## src/rtl/updown_counter_param.sv

```systemverilog
// Parametrised up/down counter with load, enable, modulus and wrap/saturate mode.
// Optional sticky compare-hit output when COUNTER_CMP_EN is defined.
module updown_counter_param #(
    parameter int unsigned      WIDTH   = 8,
    parameter logic [WIDTH-1:0] MAX_VAL = {WIDTH{1'b1}},
    parameter logic [WIDTH-1:0] RST_VAL = '0
) (
    input  logic             clk,
    input  logic             rst,
    input  logic             en,
    input  logic             ld,
    input  logic [WIDTH-1:0] D,
    input  logic             u_d,
    input  logic             sat,
`ifdef COUNTER_CMP_EN
    input  logic [WIDTH-1:0] cmp_val,
    output logic             cmp_hit,
`endif
    output logic [WIDTH-1:0] Q,
    output logic             tc,
    output logic             ovf,
    output logic             udf
);

    logic [WIDTH-1:0] r_q;
    logic             r_ovf;
    logic             r_udf;

    logic [WIDTH-1:0] w_q_nxt;
    logic             w_ovf_nxt;
    logic             w_udf_nxt;
    logic             w_at_max;
    logic             w_at_zero;
    logic [WIDTH-1:0] w_ld_val;

    assign w_at_max  = (r_q == MAX_VAL);
    assign w_at_zero = (r_q == '0);
    assign w_ld_val  = (D > MAX_VAL) ? MAX_VAL : D;

    // Flags default low so they only pulse for the step that hit a bound.
    always_comb begin
        w_q_nxt   = r_q;
        w_ovf_nxt = 1'b0;
        w_udf_nxt = 1'b0;
        if (ld) begin
            w_q_nxt = w_ld_val;
        end else if (en) begin
            if (u_d) begin
                if (w_at_max) begin
                    w_ovf_nxt = 1'b1;
                    w_q_nxt   = sat ? MAX_VAL : '0;
                end else begin
                    w_q_nxt = r_q + WIDTH'(1);
                end
            end else begin
                if (w_at_zero) begin
                    w_udf_nxt = 1'b1;
                    w_q_nxt   = sat ? '0 : MAX_VAL;
                end else begin
                    w_q_nxt = r_q - WIDTH'(1);
                end
            end
        end
    end

    always_ff @(posedge clk or posedge rst) begin
        if (rst) begin
            r_q   <= RST_VAL;
            r_ovf <= 1'b0;
            r_udf <= 1'b0;
        end else begin
            r_q   <= w_q_nxt;
            r_ovf <= w_ovf_nxt;
            r_udf <= w_udf_nxt;
        end
    end

`ifdef COUNTER_CMP_EN
    logic r_cmp_hit;

    // Sticky until a load or reset; load beats a same-edge match.
    always_ff @(posedge clk or posedge rst) begin
        if (rst) begin
            r_cmp_hit <= 1'b0;
        end else if (ld) begin
            r_cmp_hit <= 1'b0;
        end else if (r_q == cmp_val) begin
            r_cmp_hit <= 1'b1;
        end
    end

    assign cmp_hit = r_cmp_hit;
`endif

    assign Q   = r_q;
    assign ovf = r_ovf;
    assign udf = r_udf;
    assign tc  = u_d ? w_at_max : w_at_zero;

endmodule

```

## config.mk

```make
export PLATFORM = sky130hd
export DESIGN_NAME = updown_counter_param
export DESIGN_NICKNAME = d
export VERILOG_FILES = /design/src/rtl/updown_counter_param.sv
export SDC_FILE = /design/constraint.sdc
export NUM_CORES = 1
export LEC_CHECK = 0
export CELL_PAD_IN_SITES_DETAIL_PLACEMENT = 2
export CELL_PAD_IN_SITES_GLOBAL_PLACEMENT = 2
export CORE_MARGIN = 4
export CORE_UTILIZATION = 25
export DETAILED_ROUTE_END_ITERATION = 8
export GPL_TIMING_DRIVEN = 1
export MAX_ROUTING_LAYER = met4
export PLACE_DENSITY = 0.87
export SYNTH_ARGS = -nofsm -noshare
export SYNTH_HDL_FRONTEND = slang
export SYNTH_SLANG_ARGS = --single-unit
```

## constraint.sdc

```tcl
create_clock -name clk -period 1.9 [get_ports clk]
set_input_delay 0.38 -clock clk [delete_from_list [all_inputs] [get_ports clk]]
set_output_delay 0.38 -clock clk [all_outputs]
set_load 0.05 [all_outputs]
```

==> results of run 1 <==
layer usage:
metal	GRT usage [%]	vias up	routed length, um
li1	-	581	-
met1	25.0	645	2230
met2	36.4	44	2670
met3	2.77	14	204
met4	6.68	0	174
met5	-	-	0
state kept, by name, summed over array words and instances, names as in the netlist:
name	flops
udf	1
ovf	1
Q	8
worst max-delay path: cells and delay by family (launching register included):
| family | cells | cell delay, ns |
|---|---|---|
| xor+xnor | 1 | 0.24 |
| simple gates | 1 | 0.40 |
| fa+ha+maj | 1 | 0.16 |
| buf+inv | 2 | 0.19 |
| compound gates | 2 | 0.50 |
| flops | 1 | 0.44 |
path summary, 6_finish.rpt:
| check | start | to | slack (ns) | cells after the start |
|---|---|---|---|---|
| worst min register to register | Q[4] | Q[5] | 0.76 | 3 |
| min in group clk | D[0] | Q[0] | 0.74 | 2 |
| max in group asynchronous | rst | Q[7] | 1.08 | 2 |
| worst max register to register | Q[0] | Q[4] | -0.15 | 7 |
| worst max-delay path | Q[0] | Q[4] | -0.15 | 7 |
| worst min-delay path | rst | ovf | 0.46 | 2 |
power breakdown:
group	switching (mW)	leakage, nW	internal, mW
Combinational	0.325	0.534	0.249
Sequential	0.0533	0.116	0.239
Clock	0.101	0.0216	0.140
Total	0.478	0.671	0.627
through the flow:
stage | instances | hold WS [ns] | TNS (ns)
6_report | 225 | 0.460 | -0.349
5_1_grt | 225 | 0.513 | -0.536
4_1_cts | 222 | 0.466 | -0.226
3_5_place_dp | 215 | 0.733 | -0.0755
3_3_place_gp | 215 | 0.688 | 0
2_1_floorplan | 128 | 0.220 | -0.240
synth_stat cells (all sizes together) (2+ instances only):
cell type	count
nand2b	2
nand2	5
nand3b	4
mux2i	3
a2111o	3
or3	2
xor2	2
inv	5
a21o	2
nor2	8
a31oi	2
nor3	10
clkbuf	8
nand3	7
a21oi	11
o31ai	2
xnor2	2
nor3b	6
dfrtp	10
buf	6
ha	3
a41oi	3
a211o	2
area by class of cell:
| type | instances | share of cell area [%] |
|---|---|---|
| repair buffers | 58 | 29.2 |
| clock buffers | 3 | 2.47 |
| well taps | 50 | 3.75 |
| inverters | 5 | 1.42 |
| flip-flops and latches | 10 | 15.6 |
| multi-input cells | 99 | 47.6 |
repair_timing:
item                       CTS  global route
buffers inserted             4             3
pin swaps                    4             3
hold buffers                 0             0
setup endpoints to repair    4             8
resized for setup            6             8
hold endpoints to repair     0             0
kinds of logic (layout without fill, tap and decap cells):
kind of cell               count (synthesis)  count (layout)
buffers and inverters                     19              66
xor gates and xnor gates                   4               4
DFF                                       10              10
AOI/OAI and AO/OA                         40              40
muxes                                      3               3
adders and majority gates                  3               3
and+or+nand+nor                           49              49
==> results.toml, run 1 <==
[outcome]
run_status = "finished, violations left"
violations = "setup timing"

[floorplanning]
die_height_um = 72.1
die-width_um = 72.1
start_util_pct = 25.7
num_rows = 23
die-area_um2 = 5200
ios = 25
core-area_um2 = 4000

[route]
vias_per_cell = 5.71
vias = 1284
first_pass_iters = 4
drc = 0
drt_iter0_drc = 86
wl_per_cell_um = 23.5
wl_um = 5280
ant_nets = 0

[placement]
placed_area_um2 = 1520
dpl.hpwl_um = 3720
io_buffer_count = 24
pre_cts_ws_ns = -0.0516
place.gp.congestion = 0.894

[final_layout]
insertedDiodeCount = 0
layout_commonest_cell = "buf_4"
nets = 194
drive_above_1_share_pct = 42.9
multi_input_area_um2 = 795
finalInstanceArea_um2 = 1670
utilization_pct = 41.7
ff_latch_area_um2 = 260
layout_common_cells = "42 x buf_4, 14 x clkdlybuf4s50_1, 9 x a21oi_1"
area_growth_pct = 62.5
n_fill_cell = 424

[logic_synthesis]
synthCells = 128
synth_top_area_share_pct = 24.4
ys_async_sr_fraction_pct = 100
synth-edff-count = 0
synth_cell_types = 44
ys_seq_area_share_pct = 24.4
synth_simple_gate_area_share_pct = 27.6
ys_ff_latch = 10
synth_top_family_by_area = "compound AO/OA/AOI/OAI gates"
syn_nets = 145
synth_compound_area_share_pct = 29.7
synth_ff_type = "dfrtp_1"
synth_area_um2 = 1030
synth_xor_area_share_pct = 3.41
synthTopCellsByArea = "dfrtp_1 24%, a21oi_1 5.4%, nor3_1 4.9%, nor3b_1 4.4%, ha_1 3.7%"
synth-adder-area-share_pct = 3.65
syn_avg_cell_area_um2 = 8.03
muxShareOfSynthArea_pct = 2.92
yosys.area.top_type = "dfrtp_1"
ys_warn_count = 0

[worst_setup_path]
cp_slowest_stage_delay_ns = 0.44
cp.required_ns = 2.02
critical_path_class = "reg -> reg"
cp.arrival_ns = 2.17
cp_slowest_cell = "dfrtp_2"
cp_cell_sequence = "inv_4 -> buf_4 -> ha_1 -> nor3b_1 -> xnor2_1 -> a41oi_2 -> a32o_2"
critical_path.max_fanout = 4
worst_setup_path_start_kind = "flip-flop"
cp-end-kind = "flip-flop"

[cts]
cts_tree = "built"
cts.sinks = 10
htree_levels = 1
cts_buffers = 3
clockBufferDepth = 2
cts.reportedPaths.clkPinSlew_ns = 0.06
clk_latency_ns = 0.24
cts-root-buf = "clkbuf_8"

[global_routing]
grt_start_max_net_pins = 13
first_global_vias = 1416
overflow = 0
grtUsageTotal_pct = 21.0
grt_pass1_wl_um = 8050
antenna_found_initial = 0

[sta]
worst_slew_pin_slew_ns = 0.508
fin_skew_ns = 0.00199
slew_headroom_pct = 66.1
finalCritPeriodShare_pct = 108
setup_ws_ns = -0.148
max_freq_mhz = 488
drv_slew = 0
fin_crit_ns = 2.05
setup_viol = 3
timing_hold_violations_final = 0
rsz0062_at_grt = "yes"

[pwr]
ir_worst_vdd_uv = 275
p_per_area_nw_per_um2 = 663
cellLeakagePower_nw = 0.671
power.total_mw = 1.11

[worst_hold_path]
hp-class = "in -> async"

[run]
maxCapViolCount = 0
No activity file was read; power rests on OpenSTA's default activity.
==> inputs of run 2 (changes only) <==
--- a/config.mk
+++ b/config.mk
@@ -10,9 +10,10 @@
 export CORE_MARGIN = 4
 export CORE_UTILIZATION = 25
 export DETAILED_ROUTE_END_ITERATION = 8
-export GPL_TIMING_DRIVEN = 1
+export HOLD_SLACK_MARGIN = 0.08
 export MAX_ROUTING_LAYER = met4
 export PLACE_DENSITY = 0.87
+export REMOVE_ABC_BUFFERS = 1
 export SYNTH_ARGS = -nofsm -noshare
 export SYNTH_HDL_FRONTEND = slang
 export SYNTH_SLANG_ARGS = --single-unit
==> results.toml, run 2 (same netlist as run 1, synthesis figures left out) <==
[outcome]
run_status = "finished, violations left"
violations = "setup timing"

[floorplanning]
num_rows = 23
core-area_um2 = 4000
die-area_um2 = 5200
die-width_um = 72.1
ios = 25
start_util_pct = 25.7
die_height_um = 72.1

[sta]
fin_crit_ns = 2.05
setup_viol = 3
worst_slew_pin_slew_ns = 0.508
slew_headroom_pct = 66.0
finalCritPeriodShare_pct = 108
timing_hold_violations_final = 0
tns_ns = -0.275
max_freq_mhz = 488
fin_skew_ns = 0.00113
drv_slew = 0
rsz0062_at_grt = "yes"
setup_ws_ns = -0.148

[final_layout]
layout_common_cells = "41 x buf_4, 14 x clkdlybuf4s50_1, 8 x nor2_1, 8 x a21oi_1, 7 x dfrtp_1"
layoutNonFillerInstCount = 225
insertedDiodeCount = 0
layout_commonest_cell = "buf_4"
ff_latch_area_um2 = 254
multi_input_area_um2 = 825
largest_reg_flops = 8
nets = 194
n_fill_cell = 431
drive_above_1_share_pct = 42.3
area_growth_pct = 66.4
utilization_pct = 42.7

[placement]
io_buffer_count = 24
dpl.hpwl_um = 4010
placedCellCount = 220
place.gp.congestion = 0.962

[pwr]
cellLeakagePower_nw = 0.679
ir_worst_vdd_uv = 401
power.total_mw = 1.15
p_per_area_nw_per_um2 = 676

[cts]
cts_buffers = 3
cts_tree = "built"
clockBufferDepth = 2
cts-root-buf = "clkbuf_8"
cts.reportedPaths.clkPinSlew_ns = 0.05
htree_levels = 1
cts.sinks = 10
clk_latency_ns = 0.25

[worst_setup_path]
critical_path_class = "reg -> out"
worst_setup_path_start_kind = "flip-flop"
cp.arrival_ns = 1.67
cp-end-kind = "output pin"
rr_worst_depth = 6
critical_path.max_fanout = 3
cp.required_ns = 1.52

[global_routing]
grt_pass1_wl_um = 8580
overflow = 0
first_global_vias = 1552
grtUsageTotal_pct = 23.0
grt_start_max_net_pins = 17
antenna_found_initial = 0

[run]
maxCapViolCount = 0

[worst_hold_path]
hp-class = "in -> async"

[route]
first_pass_iters = 4
wl_um = 5810
drc = 0
ant_nets = 0
vias = 1314
vias_per_cell = 5.84
drt_iter0_drc = 44
wl_per_cell_um = 25.8
-- run 2: cell count changes in the layout (fill, tap and decap cells not counted), moves of 2 or more --
cell,before,now
inv_4,2,0
dfrtp_2,8,3
inv_2,0,2
nor3_2,2,4
buf_12,1,3
dfrtp_1,2,7
-- run 2: per-stage QoR --
stage                     setup WS (ns)  hold WS (ns)  area [um^2]
after floorplan                  -0.779         0.220          961
after global placement         -0.00233         0.716         1520
after detailed placement         -0.161         0.757         1520
after CTS                        -0.131         0.495         1600
after global routing             -0.194         0.492         1710
final                            -0.148         0.461         1710
-- run 2: what timing repair did --
action / CTS / global route
hold endpoints to repair: 0 / 0
setup endpoints to repair: 6 / 7
pin swaps: 1 / 6
hold buffers: 0 / 0
buffers inserted: 1 / 1
gates resized for setup: 8 / 21
-- run 2: critical path, stage by stage, from the launching register on --
cell	delay [ns]
dfrtp_1	0.42
inv_2	0.11
ha_4	0.14
nor4b_4	0.26
nand2_2	0.13
mux2i_4	0.18
buf_12	0.16
-- run 2: report_power, final --
part / internal, mW / switching, mW / leakage, nW
combinational: 0.272 / 0.353 / 0.536
clock: 0.140 / 0.100 / 0.0216
sequential: 0.236 / 0.0540 / 0.122
total: 0.648 / 0.507 / 0.679
-- run 2: layout make-up --
cell class / count / share of cell area, %
Clock buffer: 3 / 2.42
Inverter: 5 / 1.10
Timing Repair Buffer: 58 / 29.7
Multi-Input combinational cell: 99 / 48.2
Sequential cell: 10 / 14.9
Tap cell: 50 / 3.66
-- run 2: final timing paths --
kind                             end  from  slack [ns]
worst min-delay path            Q[1]   rst        0.46
worst min register to register  Q[5]  Q[5]        0.87
min in group clk                Q[3]  D[3]        0.75
worst max register to register  Q[3]  Q[1]       -0.07
worst max-delay path              tc  Q[1]       -0.15
max in group asynchronous       Q[5]   rst        1.09
-- run 2: routing by layer --
layer	wire (um)	part of all wire (%)	vias up	global-route usage (%)
met5	0	0	-	-
met4	301	5.2	0	12.7
met3	215	3.7	22	2.63
met2	3080	53	50	42.3
met1	2220	38	664	23.6
li1	-	-	578	-
==> inputs of run 3 (changes only) <==
--- a/config.mk
+++ b/config.mk
@@ -8,11 +8,12 @@
 export CELL_PAD_IN_SITES_DETAIL_PLACEMENT = 2
 export CELL_PAD_IN_SITES_GLOBAL_PLACEMENT = 2
 export CORE_MARGIN = 4
-export CORE_UTILIZATION = 25
+export CORE_UTILIZATION = 26
+export CTS_BUF_LIST = sky130_fd_sc_hd__clkbuf_4
 export DETAILED_ROUTE_END_ITERATION = 8
 export HOLD_SLACK_MARGIN = 0.08
 export MAX_ROUTING_LAYER = met4
-export PLACE_DENSITY = 0.87
+export PLACE_DENSITY = 0.89
 export REMOVE_ABC_BUFFERS = 1
 export SYNTH_ARGS = -nofsm -noshare
 export SYNTH_HDL_FRONTEND = slang
==> results.toml, run 3 (same netlist as run 1, synthesis figures left out) <==
[outcome]
run_status = "finished, violations left"
violations = "setup timing"

[pwr]
cellLeakagePower_nw = 0.675
ir_worst_vdd_uv = 395
switchingPower_uw = 497
p_sw_share_pct = 45.8
p_per_area_nw_per_um2 = 634
internal_power_uw = 589
pwr-share-comb_pct = 57.9
power_frac_clock_pct = 15.8
pwr-share-seq_pct = 26.3

[cts]
cts_tree = "built"
cts_buffers = 3
cts-root-buf = "clkbuf_4"
htree_levels = 1
clockBufferDepth = 2
clk_latency_ns = 0.30
cts.reportedPaths.clkPinSlew_ns = 0.07
cts.sinks = 10

[global_routing]
grt_start_max_net_pins = 17
grtUsageTotal_pct = 23.3
overflow = 0
antenna_found_initial = 0
first_global_vias = 1518
grt_pass1_wl_um = 8710

[worst_setup_path]
path_depth = 6
crit_family = "flip-flops"
cp_num_buf_inv = 2
cp-end-kind = "output pin"
cp.required_ns = 1.52
cp_cell_sequence = "inv_2 -> ha_4 -> nor4b_4 -> nand2_2 -> mux2i_4 -> buf_12"
r2r_end = "Q[6]"
cp.arrival_ns = 1.66
cp_slowest_stage_delay_ns = 0.40
critical_path_class = "reg -> out"
worst_setup_path_start_kind = "flip-flop"
critical_path.max_fanout = 2
r2r_setup_slack_ns = -0.13
rr_worst_depth = 7
rr_startpoint = "Q[1]"
cp_slowest_cell = "dfrtp_1"

[floorplanning]
ios = 25
start_util_pct = 27.4
core-area_um2 = 3740
die_height_um = 70.9
num_rows = 22
die-area_um2 = 5020
die-width_um = 70.9

[final_layout]
finalInstanceArea_um2 = 1710
area_growth_pct = 66.9
largest_reg_flops = 8
layoutNonFillerInstCount = 224
insertedDiodeCount = 0
layout_commonest_cell = "buf_4"
nets = 195
n_fill_cell = 406
drive_above_1_share_pct = 41.5
layout_common_cells = "41 x buf_4, 14 x clkdlybuf4s50_1, 10 x a21oi_1"

[placement]
placedCellCount = 214
pre_cts_ws_ns = -0.101
io_buffer_count = 24
place.gp.congestion = 0.907
placed_area_um2 = 1480
dpl.hpwl_um = 3640

[sta]
setup_ws_ns = -0.145
worst_slew_pin_slew_ns = 0.508
max_freq_mhz = 489
fin_crit_ns = 2.04
finalCritPeriodShare_pct = 108
timing_hold_violations_final = 0
drv_slew = 0
slew_headroom_pct = 66.1
fin_skew_ns = 0.00102
setup_viol = 4
rsz0062_at_grt = "yes"

[route]
drc = 0
vias = 1355
first_pass_iters = 4
vias_per_cell = 6.05
drt_iter0_drc = 103
ant_nets = 0
wl_per_cell_um = 25.9
wl_um = 5810

[worst_hold_path]
hp-class = "in -> async"

[run]
maxCapViolCount = 0
==> run 3: changes by cell type in the layout (fill, tap and decap cells not counted), moves of 2 or more <==
cell      delta
clkbuf_4     +3
clkbuf_8     -3
a21oi_1      +2
nor3_1       +2
nor3_2       -2
a21oi_2      -2
==> run 3: layout make-up <==
cell class / instances / area [um^2] / area share [%]
repair buffers: 59 / 519 / 30.3
flip-flops and latches: 10 / 254 / 14.8
multi-input cells: 99 / 840 / 49.0
well taps: 48 / 60.1 / 3.50
inverters: 5 / 18.8 / 1.09
clock buffers: 3 / 22.5 / 1.31
==> run 3: how the worst max path moves through the flow <==
stage | start | endpoint
global route | Q[0] | tc
CTS | Q[1] | tc
floorplan | Q[0] | tc
global placement | u_d | Q[4]
finish | Q[1] | tc
detailed placement | u_d | Q[4]
==> run 3: timing repair <==
| action | CTS | global route |
|---|---|---|
| pin swaps | 5 | 12 |
| endpoints found under the setup margin | 3 | 7 |
| resized for setup | 14 | 17 |
| setup buffers | 4 | 4 |
| hold buffers | 0 | 0 |
==> run 3: metal layers <==
layer / wire (um) / track usage (%) / part of all wire (%) / up-vias
met5: 0 / - / 0 / -
met4: 195 / 7.10 / 3.4 / 0
li1: - / - / - / 587
met3: 288 / 3.84 / 5.0 / 19
met2: 2940 / 40.2 / 51 / 55
met1: 2380 / 27.7 / 41 / 694
==> run 3: through the flow <==
step | power [mW] | util (%) | TNS [ns] | hold slack [ns]
after global routing | 1.14 | 45.8 | -0.819 | 0.447
after detailed placement | 0.793 | 39.6 | -0.258 | 0.741
after floorplan | 0.528 | - | -1.95 | 0.220
final | 1.09 | 45.8 | -0.357 | 0.436
after global placement | 0.761 | 39.6 | 0 | 0.710
after CTS | 1.01 | 42.6 | -0.323 | 0.431
==> run 3: power by group through the flow <==
stage               clock network (mW)  registers (mW)  logic, mW
floorplan                            0           0.364      0.164
global placement                     0           0.275      0.486
detailed placement                   0           0.280      0.513
CTS                              0.171           0.281      0.556
global route                     0.189           0.291      0.665
finish                           0.172           0.286      0.629
